--- src/rtl/psg_wavetable_fetch_arbiter.sv ---
`default_nettype none
// ============================================================================
// Module   : psg_wavetable_fetch_arbiter
// Purpose  : Shares one synchronous wave-table RAM port between NVOICE PSG
//            tone-generator voices and a CPU access port. Each voice's table
//            address is derived from its phase accumulator, base and log2
//            size; a voice is fetched only when that address changes or the
//            table has been written since its last fetch.
// Ports    : clk, rst (async, active-low)
//            acc_i / wt_en_i / wt_base_i / wt_len_i : per-voice table setup
//            voice_ack_o / wave_o                   : per-voice data return
//            cpu_req_i / cpu_we_i / cpu_adr_i / cpu_dat_i,
//            cpu_gnt_o / cpu_ack_o / cpu_dat_o      : CPU access port
//            ram_ce_o / ram_we_o / ram_adr_o / ram_wdat_o / ram_rdat_i : RAM
// Revision : 1.0 - initial release
// ============================================================================
module psg_wavetable_fetch_arbiter #(
  parameter int NVOICE = 4,
  parameter int AW     = 14,
  parameter int RD_LAT = 1
) (
  input  logic                 clk,
  input  logic                 rst,
  input  logic [NVOICE*32-1:0] acc_i,
  input  logic [NVOICE-1:0]    wt_en_i,
  input  logic [NVOICE*AW-1:0] wt_base_i,
  input  logic [NVOICE*4-1:0]  wt_len_i,
  output logic [NVOICE-1:0]    voice_ack_o,
  output logic [11:0]          wave_o,
  input  logic                 cpu_req_i,
  input  logic                 cpu_we_i,
  input  logic [AW-1:0]        cpu_adr_i,
  input  logic [11:0]          cpu_dat_i,
  output logic                 cpu_gnt_o,
  output logic                 cpu_ack_o,
  output logic [11:0]          cpu_dat_o,
  output logic                 ram_ce_o,
  output logic                 ram_we_o,
  output logic [AW-1:0]        ram_adr_o,
  output logic [11:0]          ram_wdat_o,
  input  logic [11:0]          ram_rdat_i
);

  localparam int VW = (NVOICE > 1) ? $clog2(NVOICE) : 1;
  // tag = {valid, is_cpu, is_write, voice}
  localparam int TW = VW + 3;

  logic [NVOICE-1:0][AW-1:0] w_addr;
  logic [NVOICE-1:0][AW-1:0] r_last_adr;
  logic [NVOICE-1:0]         r_stale;
  logic [NVOICE-1:0]         w_pend;
  logic [VW-1:0]             r_rr;
  logic [1:0]                r_starve;
  logic [RD_LAT:0][TW-1:0]   r_tag;

  logic          w_any_pend;
  logic          w_vfound;
  logic [VW-1:0] w_vsel;
  logic [VW-1:0] w_cand;
  logic          w_block;
  logic          w_gnt_cpu;
  logic          w_gnt_voice;
  logic [TW-1:0] w_tag_new;
  logic [TW-1:0] w_ret;
  logic          w_unused_acc;

  // Only acc[27:16] of each voice addresses the table; the rest is phase
  // fraction owned by the tone generator.
  assign w_unused_acc = ^acc_i;

  // Per-voice table address: top L bits of the 12-bit phase index, offset
  // by the table base, wrapping silently in the AW-bit address space.
  generate
    for (genvar v = 0; v < NVOICE; v++) begin : g_addr
      logic [3:0]  w_len;
      logic [11:0] w_idx;
      assign w_len     = (wt_len_i[4*v +: 4] > 4'd12) ? 4'd12 : wt_len_i[4*v +: 4];
      assign w_idx     = acc_i[32*v+16 +: 12] >> (4'd12 - w_len);
      assign w_addr[v] = wt_base_i[AW*v +: AW] + AW'(w_idx);
      assign w_pend[v] = wt_en_i[v] & (r_stale[v] | (w_addr[v] != r_last_adr[v]));
    end
  endgenerate

  // Arbitration: CPU first unless voices have been starved three grants in
  // a row; voices served round-robin starting just after the last winner.
  always_comb begin
    w_any_pend = |w_pend;
    w_vfound   = 1'b0;
    w_vsel     = r_rr;
    w_cand     = r_rr;
    for (int k = 1; k <= NVOICE; k++) begin
      w_cand = VW'((int'(r_rr) + k) % NVOICE);
      if (!w_vfound && w_pend[w_cand]) begin
        w_vfound = 1'b1;
        w_vsel   = w_cand;
      end
    end
    w_block     = (r_starve == 2'd3) & w_any_pend;
    // Gated by rst so the combinational grant also reads 0 during reset.
    w_gnt_cpu   = rst & cpu_req_i & ~w_block;
    w_gnt_voice = rst & ~w_gnt_cpu & w_vfound;
    w_tag_new   = {w_gnt_cpu | w_gnt_voice, w_gnt_cpu, w_gnt_cpu & cpu_we_i,
                   w_gnt_cpu ? {VW{1'b0}} : w_vsel};
  end

  assign cpu_gnt_o = w_gnt_cpu;
  assign w_ret     = r_tag[RD_LAT];

  always_ff @(posedge clk or negedge rst) begin
    if (!rst) begin
      ram_ce_o    <= 1'b0;
      ram_we_o    <= 1'b0;
      ram_adr_o   <= '0;
      ram_wdat_o  <= '0;
      voice_ack_o <= '0;
      wave_o      <= '0;
      cpu_ack_o   <= 1'b0;
      cpu_dat_o   <= '0;
      r_stale     <= '1;
      r_last_adr  <= '0;
      r_rr        <= VW'(NVOICE - 1);
      r_starve    <= 2'd0;
      r_tag       <= '0;
    end else begin
      // RAM command, valid the cycle after the grant
      ram_ce_o <= w_gnt_cpu | w_gnt_voice;
      ram_we_o <= w_gnt_cpu & cpu_we_i;
      if (w_gnt_cpu) begin
        ram_adr_o <= cpu_adr_i;
        if (cpu_we_i) ram_wdat_o <= cpu_dat_i;
      end else if (w_gnt_voice) begin
        ram_adr_o <= w_addr[w_vsel];
      end

      // A table write invalidates every voice's cached sample, including
      // fetches already in flight that will return pre-write data.
      if (w_gnt_cpu && cpu_we_i) begin
        r_stale <= '1;
      end else if (w_gnt_voice) begin
        r_stale[w_vsel]    <= 1'b0;
        r_last_adr[w_vsel] <= w_addr[w_vsel];
        r_rr               <= w_vsel;
      end

      if (w_gnt_voice || !w_any_pend)
        r_starve <= 2'd0;
      else if (w_gnt_cpu && r_starve != 2'd3)
        r_starve <= r_starve + 2'd1;

      // Tag travels alongside the RAM access so the return can be routed.
      r_tag[0] <= w_tag_new;
      for (int i = 1; i <= RD_LAT; i++) r_tag[i] <= r_tag[i-1];

      voice_ack_o <= '0;
      cpu_ack_o   <= 1'b0;
      if (w_ret[TW-1]) begin
        if (w_ret[TW-2]) begin
          cpu_ack_o <= 1'b1;
          if (!w_ret[TW-3]) cpu_dat_o <= ram_rdat_i;
        end else begin
          voice_ack_o[w_ret[VW-1:0]] <= 1'b1;
          wave_o                     <= ram_rdat_i;
        end
      end
    end
  end

endmodule
`default_nettype wire

--- config.mk ---
export PLATFORM = sky130hd
export DESIGN_NAME = psg_wavetable_fetch_arbiter
export DESIGN_NICKNAME = d
export VERILOG_FILES = /design/src/rtl/psg_wavetable_fetch_arbiter.sv
export SDC_FILE = /design/constraint.sdc
export NUM_CORES = 1
export LEC_CHECK = 0
export ABC_AREA = 1
export BUFFER_PORTS_ARGS = -buffer_cell sky130_fd_sc_hd__buf_2
export CORE_MARGIN = 5
export CORE_UTILIZATION = 50
export CTS_CLUSTER_DIAMETER = 60
export DETAILED_ROUTE_END_ITERATION = 10
export PLACE_DENSITY = 0.79
export REMOVE_ABC_BUFFERS = 1
export SLEW_MARGIN = 0
export SYNTH_ARGS = -nofsm -noshare
export SYNTH_HDL_FRONTEND = slang
export SYNTH_SLANG_ARGS = --single-unit
--- constraint.sdc ---
create_clock -name clk -period 7.4 [get_ports clk]
set_input_delay 1.48 -clock clk [delete_from_list [all_inputs] [get_ports clk]]
set_output_delay 1.48 -clock clk [all_outputs]
set_load 0.1 [all_outputs]
; ---- Word-level counts from Yosys, hierarchy flattened
; Index checks and enable logic that the tools add are counted.
[classes]
add_sub_neg = 13
multipliers = 0
div_mod_pow = 0
n_lt_le_gt_ge = 12
n_eq_ne = 6
shifts = 4
mux = 40
bitwise_logic = 22
reduce_logical = 20
[op_table]
columns = cell, n
row1 = adder 14 x 12 -> 14 bit, 4
row2 = bitwise mux 56 bit, 1
row3 = 2-to-1 mux 14 bit, 4
row4 = inequality test 14 bit, 4
row5 = >> shifter 12 x 4 -> 12 bit, 4
row6 = 2-to-1 mux 4 bit, 8
row7 = binary-select mux 14 bit (select 2 bit), 1
row8 = demux 14 bit (select 2 bit), 1
row9 = < comparator 2 x 3 -> 1 bit (second input constant), 6
row10 = greater-than comparator 4 bit (second input constant), 4
row11 = subtractor 4 bit (first input constant), 4
row12 = 2-to-1 mux 2 bit, 7
row13 = 2-to-1 mux 1 bit, 12
row14 = bitwise AND 1 bit, 10
row15 = binary-select mux 1 bit (select 2 bit), 4
row16 = logical AND 1 bit, 7
row17 = adder 2 x 1 -> 2 bit (second input constant), 3
row18 = AND reduction 2 bit, 3
row19 = nonzero test 2 bit, 3
row20 = NOT 1 bit, 5
row21 = bitwise OR 1 bit, 5
row22 = adder 2 bit (second input constant), 2
row23 = bitwise AND 4 bit, 1
row24 = demux 1 bit (select 2 bit), 2
row25 = 8 further kinds, 12
[word_totals]
regBits = 131
latchBits = 0
mem_bits_rw = 0
romBits = 0
inputBits = 246
mem_count = 0

; ---- Logic depth before layout (Yosys ltp)
; Gate-level depths: netlist of the first run.
[logic_depth]
ltp_word = 28
depth_mapped = 43
mapped_depth_nobuf = 38

; ---- Worst setup path after synthesis of the first run
; OpenSTA, ideal clock, no wires.
[synth_timing]
kind = input to output
startpoint = in wt_len_i[0]
endpoint = out cpu_gnt_o
arrival_time_ns = 6.414
path_slack_ns = -0.494
path_stages = 29
cell_sequence = o21ai_0 -> inv_1 -> nand2_1 -> nand2_1 -> clkbuf_1 -> ha_1 -> clkbuf_1 -> clkinv_1 -> nand2_1 -> o21ai_0 -> o211ai_1 -> o21ai_0 -> ha_1 -> fa_1 -> nand2_1 -> nand2_2 -> nand3_2 -> nand2_2 -> nand2_2 -> nand3_1 -> nand3_1 -> nand2_1 -> nor2_1 -> nand3_2 -> nand2_1 -> nand4_1 -> o21ai_1 -> buf_4 -> clkbuf_1
[synth_via]
elab_chain_len = 12
[synth_lines]
columns = element, line_no
row1 = start: declaration, 27  ; input logic [NVOICE*4-1:0] wt_len_i,
row2 = greater-than comparator 4 bit, 77  ; assign w_len = (wt_len_i[4*v +: 4] > 4'd12) ? 4'd12 : wt_len_i[4*v +: 4];
row3 = 2-to-1 mux 4 bit (*), 77
row4 = subtractor 4 bit (*), 78  ; assign w_idx = acc_i[32*v+16 +: 12] >> (4'd12 - w_len);
row5 = >> shifter 12 x 4 -> 12 bit (*), 78
row6 = adder 14 x 12 -> 14 bit (*), 79  ; assign w_addr[v] = wt_base_i[AW*v +: AW] + AW'(w_idx);
row7 = inequality test 14 bit (*), 80  ; assign w_pend[v] = wt_en_i[v] & (r_stale[v] | (w_addr[v] != r_last_adr[v]));
row8 = bitwise OR 1 bit (*), 80
row9 = bitwise AND 1 bit (*), 80
row10 = OR reduction 4 bit (*), 87  ; w_any_pend = |w_pend;
row11 = bitwise AND 1 bit (*), 98  ; w_block = (r_starve == 2'd3) & w_any_pend;
row12 = NOT 1 bit (*), 100  ; w_gnt_cpu = rst & cpu_req_i & ~w_block;
row13 = bitwise AND 1 bit (*), 100
row14 = end: declaration, 34  ; output logic cpu_gnt_o,
; Mark *: on every way between the ends. The rest lies on a longest branch, timed or not.

; ---- Final worst setup path of the first run
; Ends and elaborated chain as after synthesis.

==> out/results.ini, run 1 <==
[global_routing]
grt_max_degree=47
track_usage_pct=24.2
grt_pass1_vias=12300
grt_overflow=0
antenna_found_initial=1
grt_pass1_wl_mm=57.2

[synthesis]
yosysSeqAreaShare_pct=26.3
synth_top_area_share_pct=25.0
yosys_warnings=0
synth-async-reset-ratio_pct=100
synth_top_area_cell=dfrtp_1
synth_cells=2010
ys.flop_type=dfrtp_1
ys_seq_elements=129
syn_area_um2=12300
synth_edf_count=0
synthTopCellsByCount=nand2_1, inv_1, nand3_1
synth.most_common_cell=nand2_1
synth.area.top_cells=dfrtp_1, nand2_1, nand3_1
synth.distinct_cells=46
avgSynthCellArea_um2=6.12

[critical_path]
worstSetupPathType=in -> out
critPathMaxFanout=14
cp.required_ns=5.92
cp.arrival_ns=5.58
end_kind=output pin
worstSetupStartpointType=input pin
r2r_setup_slack_ns=3.97

[timing]
skew_ns=0.0115
fin_crit_sh_pct=95.4
whs_ns=0.345
tightest_slew_ns=0.874
hold_violations=0
maxSlewViolCount=0
period_needed_ns=7.06
slew_headroom_pct=41.7
setup_ws_ns=0.343
max_freq_mhz=142
setup_violations=0

[detailed_routing]
routedWlPerCell_um=13.5
vias_per_cell=5.20
antenna_left=0
dr.pass1.iters=6
drt_iter0_markers=1150
routed_wl_mm=34.8
drc=0
vias=13300

[clock_tree]
cts_tree=done
clockBufferDepth=2
hold_buffers=0
clkSinkCount=129
cts.clk_slew.worst_paths_ns=0.06
htreeDepth=4
cts_root_buf=clkbuf_16
numCtsBuffers=17
clk_latency_ns=0.43

[floorplanning]
rows=57
start_util_pct=50.7
die_h_um=167
die_w_um=167
die_area_um2=27800
core-area_um2=24200
ioPinCount=304

[finish]
fillers=2414
drive_gt1_share_pct=16.9
syn_to_final_growth_pct=16.8
nets=2534
diodes=0

[placed_design]
dp_slack_ns=0.117
io_buffers=223
place_hpwl_mm=28.0
place_congestion=0.920

[power_and_ir_drop]
peakVddDrop_uv=316
clkPwrFrac_pct=14.6
pwr-share-comb_pct=65.0
switching_share_pct=57.1
power.density_nw_per_um2=391
pwr-share-seq_pct=20.4
p_switching_mw=3.21
total_leakage_power_nw=8.36
internal_power_mw=2.41

[run_status]
status=completed

[job]
max-cap-violations=0

[worst_hold_path]
holdCritPathClass=reg -> reg

final timing paths:
path,startpoint,endpoint,cells past startpoint
setup reg to reg,r_last_adr[0],r_last_adr[23],19
min in group asynchronous,rst,r_starve[0],1
setup / recovery,wt_len_i[0],cpu_gnt_o,28
max in group asynchronous,rst,ram_adr_o[0],2
hold / removal,r_tag[0],w_ret[0],0
hold reg to reg,r_tag[0],w_ret[0],0
routing by layer:
layer | vias up | wire length (µm) | GRT usage, %
met5 | - | 13 | 0
met4 | 2 | 805 | 6.33
met3 | 51 | 1840 | 3.89
met2 | 366 | 16100 | 40.1
met1 | 6051 | 16000 | 33.0
li1 | 6874 | - | -
flip-flops by register name, indices dropped and copies added, names as in the netlist:
register / count
r_stale: 4
r_tag: 5
r_starve: 2
voice_ack_o: 4
w_ret: 5
wave_o: 12
cpu_ack_o: 1
ram_adr_o: 14
r_last_adr: 56
cpu_dat_o: 12
ram_wdat_o: 12
r_rr: 2
stage by stage:
stage	std cells	TNS, ns	util (%)	power, mW	area [µm²]
after floorplan	1959	-99.33	-	3.86	12000
after global placement	2530	0	56.6	4.68	13700
after detailed placement	2530	0	56.6	4.74	13700
after CTS	2562	0	58.9	5.59	14300
after global routing	2568	-0.0365	59.3	6.06	14400
final	2568	0	59.3	5.62	14400
cell families (layout without fill, tap and decap cells):
logic type | after synthesis | after routing | synth area share [%]
and+or+nand+nor | 1259 | 1259 | 44.9
buffers and inverters | 324 | 558 | 10.9
AOI/OAI and AO/OA | 210 | 210 | 9.43
DFF | 129 | 129 | 26.3
adders and majority gates | 57 | 57 | 6.04
muxes | 16 | 16 | 1.30
xor gates and xnor gates | 15 | 15 | 1.19
power by group through the flow:
stage,clock (mW),sequential (mW),combinational [mW]
after floorplan,0,1.73,2.13
after global placement,0,1.14,3.54
after detailed placement,0,1.15,3.59
after CTS,0.835,1.14,3.61
after global routing,0.876,1.18,4.01
final,0.820,1.15,3.65
layout make-up:
| type | count | area [µm²] | share of cell area [%] |
|---|---|---|---|
| tap | 324 | 405 | 2.82 |
| clock buffer | 18 | 439 | 3.06 |
| sequential | 129 | 3240 | 22.5 |
| inverter | 273 | 1040 | 7.21 |
| clock inverter | 14 | 133 | 0.923 |
| timing repair buffer | 252 | 1350 | 9.40 |
| multi-input combinational | 1557 | 7770 | 54.0 |
| timing repair inverter | 1 | 5.00 | 0.0348 |
worst max-delay path: stages:
cell and delay [ns]:
buf_2 0.10, o21ai_0 0.15, inv_1 0.07, nand2_1 0.07, nand2_1 0.12, ha_1 0.23
xor2_1 0.15, inv_1 0.30, o211ai_1 0.16, o211ai_1 0.10, o21ai_0 0.13, ha_2 0.22
fa_1 0.41, nand2_1 0.15, nand2_2 0.10, nand3_2 0.10, nand2_2 0.08, nand2_2 0.09
nand3_1 0.09, nand3_1 0.10, nand2_1 0.05, nor2_1 0.15, nand3_2 0.16, nand2_1 0.09
nand4_1 0.07, buf_4 0.17, o21ai_4 0.24, buf_12 0.21
timing repair:
item	4_1_cts	5_1_grt
endpoints found under the setup margin	0	1
buffers inserted	0	5
resized for setup	0	19
placed cells by master, fill, tap and decap left out, drive strengths merged, types with 8 or more instances in the layout:
cell    synthesis  routed
nand2         808     808
nor3            8       8
nand3b         10      10
inv           266     277
xnor2          10      10
o211ai         19      19
nor2          137     137
nand4          19      19
a22oi          14      14
nand3         268     268
o21ai         124     124
ha             53      53
dfrtp         123     123
a21oi          44      44
clkbuf         24      18
mux2i          16      16
buf            27     252
No activity file was read; power rests on OpenSTA's default activity.
==> inputs of run 2 (changes only) <==
- CELL_PAD_IN_SITES_DETAIL_PLACEMENT: unset -> 1
- CELL_PAD_IN_SITES_GLOBAL_PLACEMENT: unset -> 2
- CORE_UTILIZATION: 50 -> 26
==> out/results.ini, run 2 (synthesized netlist as in run 1, its figures left out) <==
[critical_path]
slowest_delay_ns=0.54
path_buf_inv=5
critPathMaxFanout=8
worstSetupStartpointType=input pin
worstSetupPathType=in -> out
crit_top_cell=nand3_1
cp_top_family=simple AND/OR/NAND/NOR gates
cp.arrival_ns=5.56
cpMaxStageDelayCell=fa_2
cp.required_ns=5.92
end_kind=output pin

[clock_tree]
cts_tree=done
clockBufferDepth=2
clk_latency_ns=0.43
clkSinkCount=129
cts.clk_slew.worst_paths_ns=0.07
htreeDepth=4
cts_root_buf=clkbuf_16
hold_buffers=0
numCtsBuffers=17

[power_and_ir_drop]
switching_share_pct=57.7
total_leakage_power_nw=8.38
peakVddDrop_uv=278
clkPwrFrac_pct=15.0
pwr-share-comb_pct=65.3
p_total_mw=5.85
p_switching_mw=3.37
pwr-share-seq_pct=19.7
power.density_nw_per_um2=394
internal_power_mw=2.48

[finish]
largest_register_ffs=56
top_regs=r_last_adr x56, ram_adr_o x14
fillers=6132
mostFrequentLayoutCell=nand2_1
fin_util_pct=31.8
most-common-layout-cells=nand2_1, inv_1, nand3_1
nets=2539
syn_to_final_growth_pct=20.6
top_register=r_last_adr
drive_gt1_share_pct=17.7
diodes=0
stdcell_count=2856

[detailed_routing]
routed_wl_mm=43.7
vias_per_cell=4.66
drc=0
dr.pass1.iters=5
routedWlPerCell_um=15.3
drt_iter0_markers=530
antenna_left=0
vias=13300

[placed_design]
numPlacedInstances=2816
place_congestion=0.831
place_hpwl_mm=36.4
io_buffers=223

[timing]
setup_violations=0
hold_violations=0
tightest_slew_ns=0.859
maxSlewViolCount=0
max_freq_mhz=142
period_needed_ns=7.04
whs_ns=0.351
slew_headroom_pct=42.8
fin_crit_sh_pct=95.2
rsz0062_at_grt=no
skew_ns=0.0114
setup_tns_ns=0

[global_routing]
grt_max_degree=87
grt_pass1_vias=13500
grt_pass1_wl_mm=69.5
antenna_found_initial=0
grt_overflow=0
track_usage_pct=16.5

[floorplanning]
die_w_um=228
start_util_pct=26.4
ioPinCount=304
rows=79
die_h_um=228
core-area_um2=46700
die_area_um2=51800

[job]
max-cap-violations=0

[run_status]
status=completed

[worst_hold_path]
holdCritPathClass=reg -> reg

## run 2: changes by cell type in the layout (fill, tap and decap cells not counted), sizes merged
cell and delta:
bufinv +2, inv -5, buf +4, clkinv +1
clkinvlp +3
## run 2: final timing paths
check,from,end,slack (ns),cells after the start
max reg2reg,r_last_adr[1],r_last_adr[30],4.04,23
max,wt_len_i[12],cpu_gnt_o,0.36,25
min reg2reg,r_tag[3],w_ret[3],0.35,0
min,r_tag[3],w_ret[3],0.35,0
max in group asynchronous,rst,r_last_adr[3],5.05,2
min in group asynchronous,rst,cpu_dat_o[8],1.15,1
## run 2: cell type report
cell class	count	area, µm²	area share, %
clock buffer	18	429	2.89
clock inverter	14	170	1.15
inverter	273	1040	7.04
multi-input combinational	1557	7800	52.6
sequential	129	3240	21.8
tap	607	759	5.12
timing repair buffer	256	1390	9.36
timing repair inverter	2	12.5	0.0843
## run 2: routing by layer
metal | track usage (%) | wire length, µm | vias to the layer above
met5 | 0 | 0 | -
met4 | 2.78 | 252 | 0
met3 | 1.79 | 930 | 20
met2 | 27.8 | 20900 | 141
met1 | 23.1 | 21700 | 6289
li1 | - | - | 6871
## run 2: what timing repair did
item,CTS,global route
endpoints found under the setup margin,1,1
setup buffers,0,6
gates resized for setup,1,36
pin swaps,1,3
cloned,0,2
## run 2: power groups by stage
stage               clock network (mW)  logic [mW]  registers, mW
global route                     0.934        4.22           1.18
floorplan                            0        2.13           1.73
finish                           0.878        3.82           1.15
detailed placement                   0        3.82           1.16
global placement                     0        3.76           1.15
CTS                              0.902        3.84           1.15
## run 2: per-stage QoR
step | instance area [µm²] | setup slack, ns
after CTS | 14700 | 0.0154
after global routing | 14800 | 0.000109
final | 14800 | 0.358
after floorplan | 12000 | -1.20
after global placement | 14100 | 0.101
after detailed placement | 14100 | -0.0283
==> inputs of run 3 (changes only) <==
- CORE_ASPECT_RATIO: unset -> 1.2
==> out/results.ini, run 3 (synthesized netlist as in run 1, its figures left out) <==
[run_status]
status=completed

[floorplanning]
die_area_um2=51800
rows=87
die_w_um=209
ioPinCount=304
start_util_pct=26.2
core-area_um2=46900
die_h_um=248

[finish]
top_regs=r_last_adr x56, ram_adr_o x14
nets=2542
top_register=r_last_adr
most-common-layout-cells=nand2_1, inv_1, nand3_1
fillers=6144
largest_register_ffs=56
syn_to_final_growth_pct=21.5
layout.area.seq_um2=3240
mostFrequentLayoutCell=nand2_1
stdcell_count=2875
final_area_um2=15000
drive_gt1_share_pct=18.2
multi_input_area_um2=7840

[timing]
setup_violations=0
fin_crit_sh_pct=95.1
setup_ws_ns=0.363
hold_violations=0
tightest_slew_ns=0.848
skew_ns=0.0103
slew_headroom_pct=43.3
maxSlewViolCount=0
max_freq_mhz=142
whs_ns=0.345
period_needed_ns=7.04

[power_and_ir_drop]
clkPwrFrac_pct=15.4
pwr-share-seq_pct=19.8
internal_power_mw=2.54
total_leakage_power_nw=8.39
power.density_nw_per_um2=393
pwr-share-comb_pct=64.8
p_total_mw=5.87
p_switching_mw=3.33
switching_share_pct=56.7
peakVddDrop_uv=273

[critical_path]
crit_cells=26
end_kind=output pin
timing.rr.start=r_last_adr[1]
ff2ff_path_depth=20
cp.required_ns=5.92
cp_top_family=simple AND/OR/NAND/NOR gates
critPathMaxFanout=5
cpMaxStageDelayCell=fa_2
critical_path.endpoint=cpu_gnt_o
r2r_setup_slack_ns=4.06
worstSetupStartpointType=input pin
slowest_delay_ns=0.63
cp.arrival_ns=5.56
path_buf_inv=4
crit_path_start=wt_len_i[0]
rr_endpoint=r_last_adr[13]
crit_top_cell=nand2_1
worstSetupPathType=in -> out

[detailed_routing]
dr.pass1.iters=5
antenna_left=0
drc=0
wl_met2_mm=22.5
wl_met1_mm=19.9
vias=13400
drt_iter0_markers=521
top_layer=met5
met3WireLength_mm=1.03
routedWlPerCell_um=15.3
vias_per_cell=4.64
routed_wl_mm=44.1

[placed_design]
io_buffers=223
place_congestion=0.843
place_area_um2=14100
numPlacedInstances=2833
dp_slack_ns=0.0326
place_hpwl_mm=37.1

[global_routing]
grt_pass1_vias=13800
antenna_found_initial=1
grt_pass1_wl_mm=71.1
grt_max_degree=46
track_usage_pct=16.6
grt_overflow=0

[clock_tree]
cts_root_buf=clkbuf_16
cts.clk_slew.worst_paths_ns=0.06
clk_latency_ns=0.44
cts_tree=done
clkSinkCount=129
numCtsBuffers=17
htreeDepth=4
clockBufferDepth=2

[worst_hold_path]
holdCritPathClass=reg -> reg

[job]
max-cap-violations=0

run 3: repair_timing:
item	in CTS	in global routing
setup buffers	0	7
hold buffers	0	0
resized for setup	0	68
setup endpoints to repair	0	1
run 3: area by class of cell:
class	instances	share of cell area [%]
Timing Repair Buffer	258	9.41
Inverter	273	7.05
Multi-Input combinational cell	1557	52.5
Tap cell	623	5.21
Clock inverter	12	1.22
Sequential cell	129	21.6
Timing Repair inverter	3	0.100
Clock buffer	19	2.89
Antenna cell	1	0.0167
run 3: worst min path at each step:
stage / startpoint / to / slack (ns) / cells after the start
final: r_tag[1] / w_ret[1] / 0.34 / 0
after global routing: r_tag[0] / w_ret[0] / 0.36 / 0
after CTS: r_tag[1] / w_ret[1] / 0.35 / 0
after detailed placement: r_tag[1] / w_ret[1] / 0.34 / 0
after global placement: r_tag[3] / w_ret[3] / 0.33 / 0
after floorplan: r_tag[0] / w_ret[0] / 0.33 / 0
run 3: stage by stage:
step                      setup TNS, ns  utilization, %
after global routing            -0.0228            31.9
after CTS                             0            31.4
after floorplan                  -99.33               -
after detailed placement              0            30.1
after global placement                0            30.1
final                                 0            31.9
run 3: routing by layer:
metal | track usage [%] | vias up
met3 | 1.99 | 38
li1 | - | 6868
met5 | 0 | -
met4 | 3.57 | 2
met1 | 21.0 | 6298
met2 | 30.6 | 145
run 3: worst register-to-register path: cells and delay by family (launching register included):
family | cells | cell delay, ns
buf+inv | 4 | 0.77
simple gates | 15 | 1.75
flops | 1 | 0.39
compound gates | 1 | 0.30
run 3: power groups by stage:
stage	Clock [mW]	Sequential [mW]	Combinational (mW)
floorplan	0	1.73	2.13
global placement	0	1.16	3.72
detailed placement	0	1.17	3.80
CTS	0.924	1.16	3.82
global route	0.957	1.20	4.21
finish	0.904	1.16	3.81
